--- src/rtl/cmp_pkg.sv ---
// Shared definitions for the serial magnitude comparator: FSM encodings and
// the digit-counter width helper.
package cmp_pkg;

    typedef enum logic [0:0] {
        ST_IDLE = 1'b0,
        ST_CMP  = 1'b1
    } state_t;

    // Counter width for n digits; a single-digit compare still needs one bit.
    function automatic int cnt_width(input int n);
        return (n <= 2) ? 1 : $clog2(n);
    endfunction

endpackage

--- src/rtl/cmp_digit.sv ---
// Combinational DIGIT-bit unsigned magnitude comparator; the generalised
// form of the original 2-bit comparator.
module cmp_digit #(
    parameter int DIGIT = 2
) (
    input  logic [DIGIT-1:0] da,
    input  logic [DIGIT-1:0] db,
    output logic             dgt,
    output logic             dlt
);

    assign dgt = (da > db);
    assign dlt = (da < db);

endmodule

--- src/rtl/comparator_nbit_serial.sv ---
// MSB-first digit-serial magnitude comparator with start/busy/done handshake.
// Define CMP_EARLY_EXIT_EN to finish at the first differing digit; otherwise constant NDIG-cycle latency.
module comparator_nbit_serial
    import cmp_pkg::*;
#(
    parameter int WIDTH = 8,
    parameter int DIGIT = 2
) (
    input  logic             clk,
    input  logic             rst,
    input  logic             start,
    input  logic [WIDTH-1:0] a,
    input  logic [WIDTH-1:0] b,
    input  logic             signed_mode,
    output logic             busy,
    output logic             done,
    output logic             gt,
    output logic             eq,
    output logic             lt
);

    localparam int NDIG = WIDTH / DIGIT;
    localparam int CW   = cnt_width(NDIG);
    localparam logic [CW-1:0] LAST = CW'(NDIG - 1);

    state_t           state_q;
    logic [WIDTH-1:0] sa_q, sb_q;
    logic             mode_q;
    logic [CW-1:0]    cnt_q;
    logic             busy_q, done_q, gt_q, eq_q, lt_q;

    logic [DIGIT-1:0] da, db;
    logic             dgt, dlt;

    // Flipping the sign bit maps two's complement onto offset binary, so the
    // plain unsigned digit compare orders signed operands correctly.
    always_comb begin
        da = sa_q[WIDTH-1 -: DIGIT];
        db = sb_q[WIDTH-1 -: DIGIT];
        if (mode_q && (cnt_q == '0)) begin
            da[DIGIT-1] = ~da[DIGIT-1];
            db[DIGIT-1] = ~db[DIGIT-1];
        end
    end

    cmp_digit #(.DIGIT(DIGIT)) u_digit (
        .da  (da),
        .db  (db),
        .dgt (dgt),
        .dlt (dlt)
    );

`ifndef CMP_EARLY_EXIT_EN
    logic sgt_q, slt_q;
    logic gt_d, lt_d;

    // Once a difference has been latched, later digits no longer matter.
    assign gt_d = (sgt_q | slt_q) ? sgt_q : dgt;
    assign lt_d = (sgt_q | slt_q) ? slt_q : dlt;
`endif

    always_ff @(posedge clk or posedge rst) begin
        if (rst) begin
            state_q <= ST_IDLE;
            sa_q    <= '0;
            sb_q    <= '0;
            mode_q  <= 1'b0;
            cnt_q   <= '0;
            busy_q  <= 1'b0;
            done_q  <= 1'b0;
            gt_q    <= 1'b0;
            eq_q    <= 1'b0;
            lt_q    <= 1'b0;
`ifndef CMP_EARLY_EXIT_EN
            sgt_q   <= 1'b0;
            slt_q   <= 1'b0;
`endif
        end else begin
            done_q <= 1'b0;
            case (state_q)
                ST_IDLE: begin
                    if (start) begin
                        sa_q    <= a;
                        sb_q    <= b;
                        mode_q  <= signed_mode;
                        cnt_q   <= '0;
                        busy_q  <= 1'b1;
                        state_q <= ST_CMP;
`ifndef CMP_EARLY_EXIT_EN
                        sgt_q   <= 1'b0;
                        slt_q   <= 1'b0;
`endif
                    end
                end
                ST_CMP: begin
`ifdef CMP_EARLY_EXIT_EN
                    if (dgt || dlt) begin
                        gt_q    <= dgt;
                        lt_q    <= dlt;
                        eq_q    <= 1'b0;
                        done_q  <= 1'b1;
                        busy_q  <= 1'b0;
                        state_q <= ST_IDLE;
                    end else if (cnt_q == LAST) begin
                        gt_q    <= 1'b0;
                        lt_q    <= 1'b0;
                        eq_q    <= 1'b1;
                        done_q  <= 1'b1;
                        busy_q  <= 1'b0;
                        state_q <= ST_IDLE;
                    end else begin
                        sa_q  <= sa_q << DIGIT;
                        sb_q  <= sb_q << DIGIT;
                        cnt_q <= cnt_q + CW'(1);
                    end
`else
                    if (cnt_q == LAST) begin
                        gt_q    <= gt_d;
                        lt_q    <= lt_d;
                        eq_q    <= ~(gt_d | lt_d);
                        done_q  <= 1'b1;
                        busy_q  <= 1'b0;
                        state_q <= ST_IDLE;
                    end else begin
                        if (!(sgt_q || slt_q)) begin
                            sgt_q <= dgt;
                            slt_q <= dlt;
                        end
                        sa_q  <= sa_q << DIGIT;
                        sb_q  <= sb_q << DIGIT;
                        cnt_q <= cnt_q + CW'(1);
                    end
`endif
                end
                default: state_q <= ST_IDLE;
            endcase
        end
    end

    assign busy = busy_q;
    assign done = done_q;
    assign gt   = gt_q;
    assign eq   = eq_q;
    assign lt   = lt_q;

endmodule
--- config.mk ---
export PLATFORM = sky130hd
export DESIGN_NAME = comparator_nbit_serial
export DESIGN_NICKNAME = d
export VERILOG_FILES = /design/src/rtl/cmp_pkg.sv /design/src/rtl/cmp_digit.sv /design/src/rtl/comparator_nbit_serial.sv
export SDC_FILE = /design/constraint.sdc
export NUM_CORES = 1
export LEC_CHECK = 0
export BUFFER_PORTS_ARGS = -buffer_cell sky130_fd_sc_hd__buf_2
export CAP_MARGIN = 10
export CORE_MARGIN = 2
export CORE_UTILIZATION = 57
export CTS_CLUSTER_SIZE = 10
export DETAILED_ROUTE_END_ITERATION = 12
export GPL_ROUTABILITY_DRIVEN = 0
export PLACE_DENSITY = 0.86
export RECOVER_POWER = 25
export SLEW_MARGIN = 20
export SYNTH_ARGS = -nofsm -noshare
export SYNTH_HDL_FRONTEND = slang
export SYNTH_SLANG_ARGS = --single-unit
--- constraint.sdc ---
create_clock -name clk -period 3.62 [get_ports clk]
set_clock_uncertainty 0.2 [all_clocks]
set_input_delay 0.905 -clock clk [delete_from_list [all_inputs] [get_ports clk]]
set_output_delay 0.905 -clock clk [all_outputs]
set_load 0.005 [all_outputs]
==> flow_summary.toml <==
[flow_run]
drv_cap = 0

[cells_and_area]
seqCellArea_um2 = 676
num-fill-cells = 183
areaGrowthSynthToFinish_pct = 11.0
nets = 172
n_antenna_cell = 0
multi_input_area_um2 = 556
drive_gt1_frac = 0.216
fin_area_um2 = 1450

[placed_design]
place_area_um2 = 1420
io_buffers = 24
dp_slack_ps = 1420
dp_hpwl_mm = 1.75

[clock_network]
clock-root-buffer = "clkbuf_4"
cts.reportedPaths.clkPinSlew_ps = 140
htree_levels = 1
max-clock-path-buffers = 2
cts_setup_buffers = 0
numCtsBuffers = 3
insertion_delay_ps = 330
hold_buffers = 0
cts_tree = "yes"
clock-sinks = 27
post_cts_resized = 0

[critical_path]
reg2reg_slack_ps = 1420
rr_worst_depth = 3
critPathMaxFanout = 27
crit_arrival_ps = 2190
cp.required_ps = 3610
cp-end-kind = "flop"
setup.worst_path.class = "flop to flop"
r2r_start = "state_q$_DFF_PP0_"
crit_path_end = "sa_q[3]$_DFFE_PP0P_"
r2r_end = "sa_q[3]$_DFFE_PP0P_"
cp-start-kind = "flop"
critPathLaunch = "state_q$_DFF_PP0_"

[power_and_ir_drop]
peakVddDrop_mv = 0.410
power_density_nw_per_um2 = 751
p_leak_nw = 0.740
power.total_mw = 1.09

[global_route]
antenna_found_initial = 0
grt_pass1_wl_mm = 4.03
grtUsageTotal = 0.205
grt_max_degree = 28
grt-ovfl-total = 0
grt_pass1_vias = 892

[logic_synthesis]
synth_area_per_cell_um2 = 10.5
synth_seq_cells = 27
synth_warnings = 0
seq_area_frac_synth = 0.517
syn_inst = 124
yosys-top-cells-area = "dfrtp_1 (52%), mux2i_1 (11%), o21ai_0 (5.7%)"
syn_area_um2 = 1310
yosysTopAreaCell = "dfrtp_1"
synth_cell_types = 31
synth_fp_nets = 147
synth_top_area_share = 0.517

[timing]
fin_tns_setup_ps = 0
min_period_over_period = 0.607
finalSetupViolCount = 0
worstMarginPinSlew_ps = 921
worst_slack_ps = 1420
grt_setup_unrepaired = "no"
hold_viol = 0
post-route-min-period_ps = 2200
clock.fmax_mhz = 455
slew-limit-headroom = 0.386
drv_slew = 0

[die]
coreArea_um2 = 2190
rows = 17
die_h_um = 51.9
die-width_um = 51.9
start_util = 0.596
io_pins = 25
die-area_um2 = 2690

[route]
drtAntennaViolNets = 0
wl_mm = 2.30
via_per_inst = 5.30
num_vias = 933
first_pass_iters = 4
drc = 0
wl_per_cell_um = 13.1
drtIter0Drc = 17

[outcome]
status = "finished clean"

[min_path]
hp-class = "flop to flop"
final cells by class:
type,count,area share
multi-input combinational,83,0.383
clock buffer,4,0.0181
sequential,27,0.466
timing repair buffer,24,0.0828
inverter,10,0.0259
tap,28,0.0242
critical path: stages (launching register included):
cell     delay [ps]
dfrtp_1         970
nand2_1         350
o21ai_4         330
o21ai_0         200
where the power goes:
group / internal [mW] / total, mW / leakage (nW) / switching, mW
registers: 0.417 / 0.529 / 0.340 / 0.112
clock network: 0.0433 / 0.131 / 0.0150 / 0.0875
logic: 0.201 / 0.429 / 0.384 / 0.229
total: 0.661 / 1.09 / 0.740 / 0.428
cells by family after synthesis:
family                   after synthesis  share of synthesized area
AO/OA/AOI/OAI                         33                      0.161
XOR/XNOR                               2                     0.0134
adder cells (fa/ha/maj)                4                     0.0374
buffers and inverters                 14                     0.0575
flip-flops                            27                      0.517
multiplexers                          15                      0.116
AND/OR/NAND/NOR                       29                     0.0977
cell usage in the layout (no fill, tap or decap), drive strengths merged:
cell type and n:
xnor2 1, nor2b 1, inv 9, ha 3, o31a 1, a21boi 1
nor2 7, a21oi 2, o22ai 1, clkbuf 4, mux2i 14, o21bai 1
maj3 1, nand2 17, nand3 1, a22o 2, xor2 1, o32ai 1
clkinv 1, o2bb2ai 2, o211ai 1, mux2 1, nand2b 1, dfrtp 27
and2 1, buf 24, o21ai 19, nand4 1, a31oi 2
routing by layer:
layer	vias up	share of wire	GRT usage
li1	476	-	-
met1	431	0.45	0.273
met2	21	0.49	0.327
met3	5	0.031	0.0287
met4	0	0.020	0.101
met5	-	0	0
worst min path at each step:
| stage | endpoint | cells after the start | from | slack [ps] |
|---|---|---|---|---|
| floorplan | sa_q[2]$_DFFE_PP0P_ | 2 | sa_q[2]$_DFFE_PP0P_ | 250 |
| global placement | sa_q[3]$_DFFE_PP0P_ | 2 | sa_q[3]$_DFFE_PP0P_ | 260 |
| detailed placement | sb_q[3]$_DFFE_PP0P_ | 2 | sb_q[3]$_DFFE_PP0P_ | 270 |
| CTS | sb_q[3]$_DFFE_PP0P_ | 2 | sb_q[3]$_DFFE_PP0P_ | 300 |
| global route | sa_q[6]$_DFFE_PP0P_ | 2 | sa_q[6]$_DFFE_PP0P_ | 340 |
| finish | sa_q[5]$_DFFE_PP0P_ | 2 | sa_q[5]$_DFFE_PP0P_ | 300 |
through the flow:
stage	instances	hold slack, ps	utilization
6_report	176	302	0.662
5_1_grt	176	338	0.662
4_1_cts	176	304	0.662
3_5_place_dp	172	272	0.650
3_3_place_gp	172	261	0.650
2_1_floorplan	124	248	-
cell usage after synthesis:
cell type and n:
inv_1 9, buf_6 2, o2bb2ai_1 2, and2_1 1
xor2_1 1, nand2_1 17, o32ai_1 1, mux2i_1 14
o31a_1 1, dfrtp_1 27, o21ai_0 15, a21oi_1 2
o21ai_4 1, o21ai_1 3, maj3_2 1, o22ai_1 1
o21bai_1 1, a22o_1 2, xnor2_1 1, buf_4 2
nand3_1 1, nand2b_1 1, inv_2 1, ha_1 3
mux2_2 1, o211ai_1 1, nor2_1 7, a31oi_1 2
a21boi_0 1, nand4_1 1, nor2b_4 1
registers in the layout, indices dropped and copies added, names as in the netlist:
signal,count
sb_q,8
lt,1
sa_q,8
slt_q,1
sgt_q,1
mode_q,1
gt,1
state_q,1
busy,1
done,1
eq,1
cnt_q,2
No activity file was read; power rests on OpenSTA's default activity.
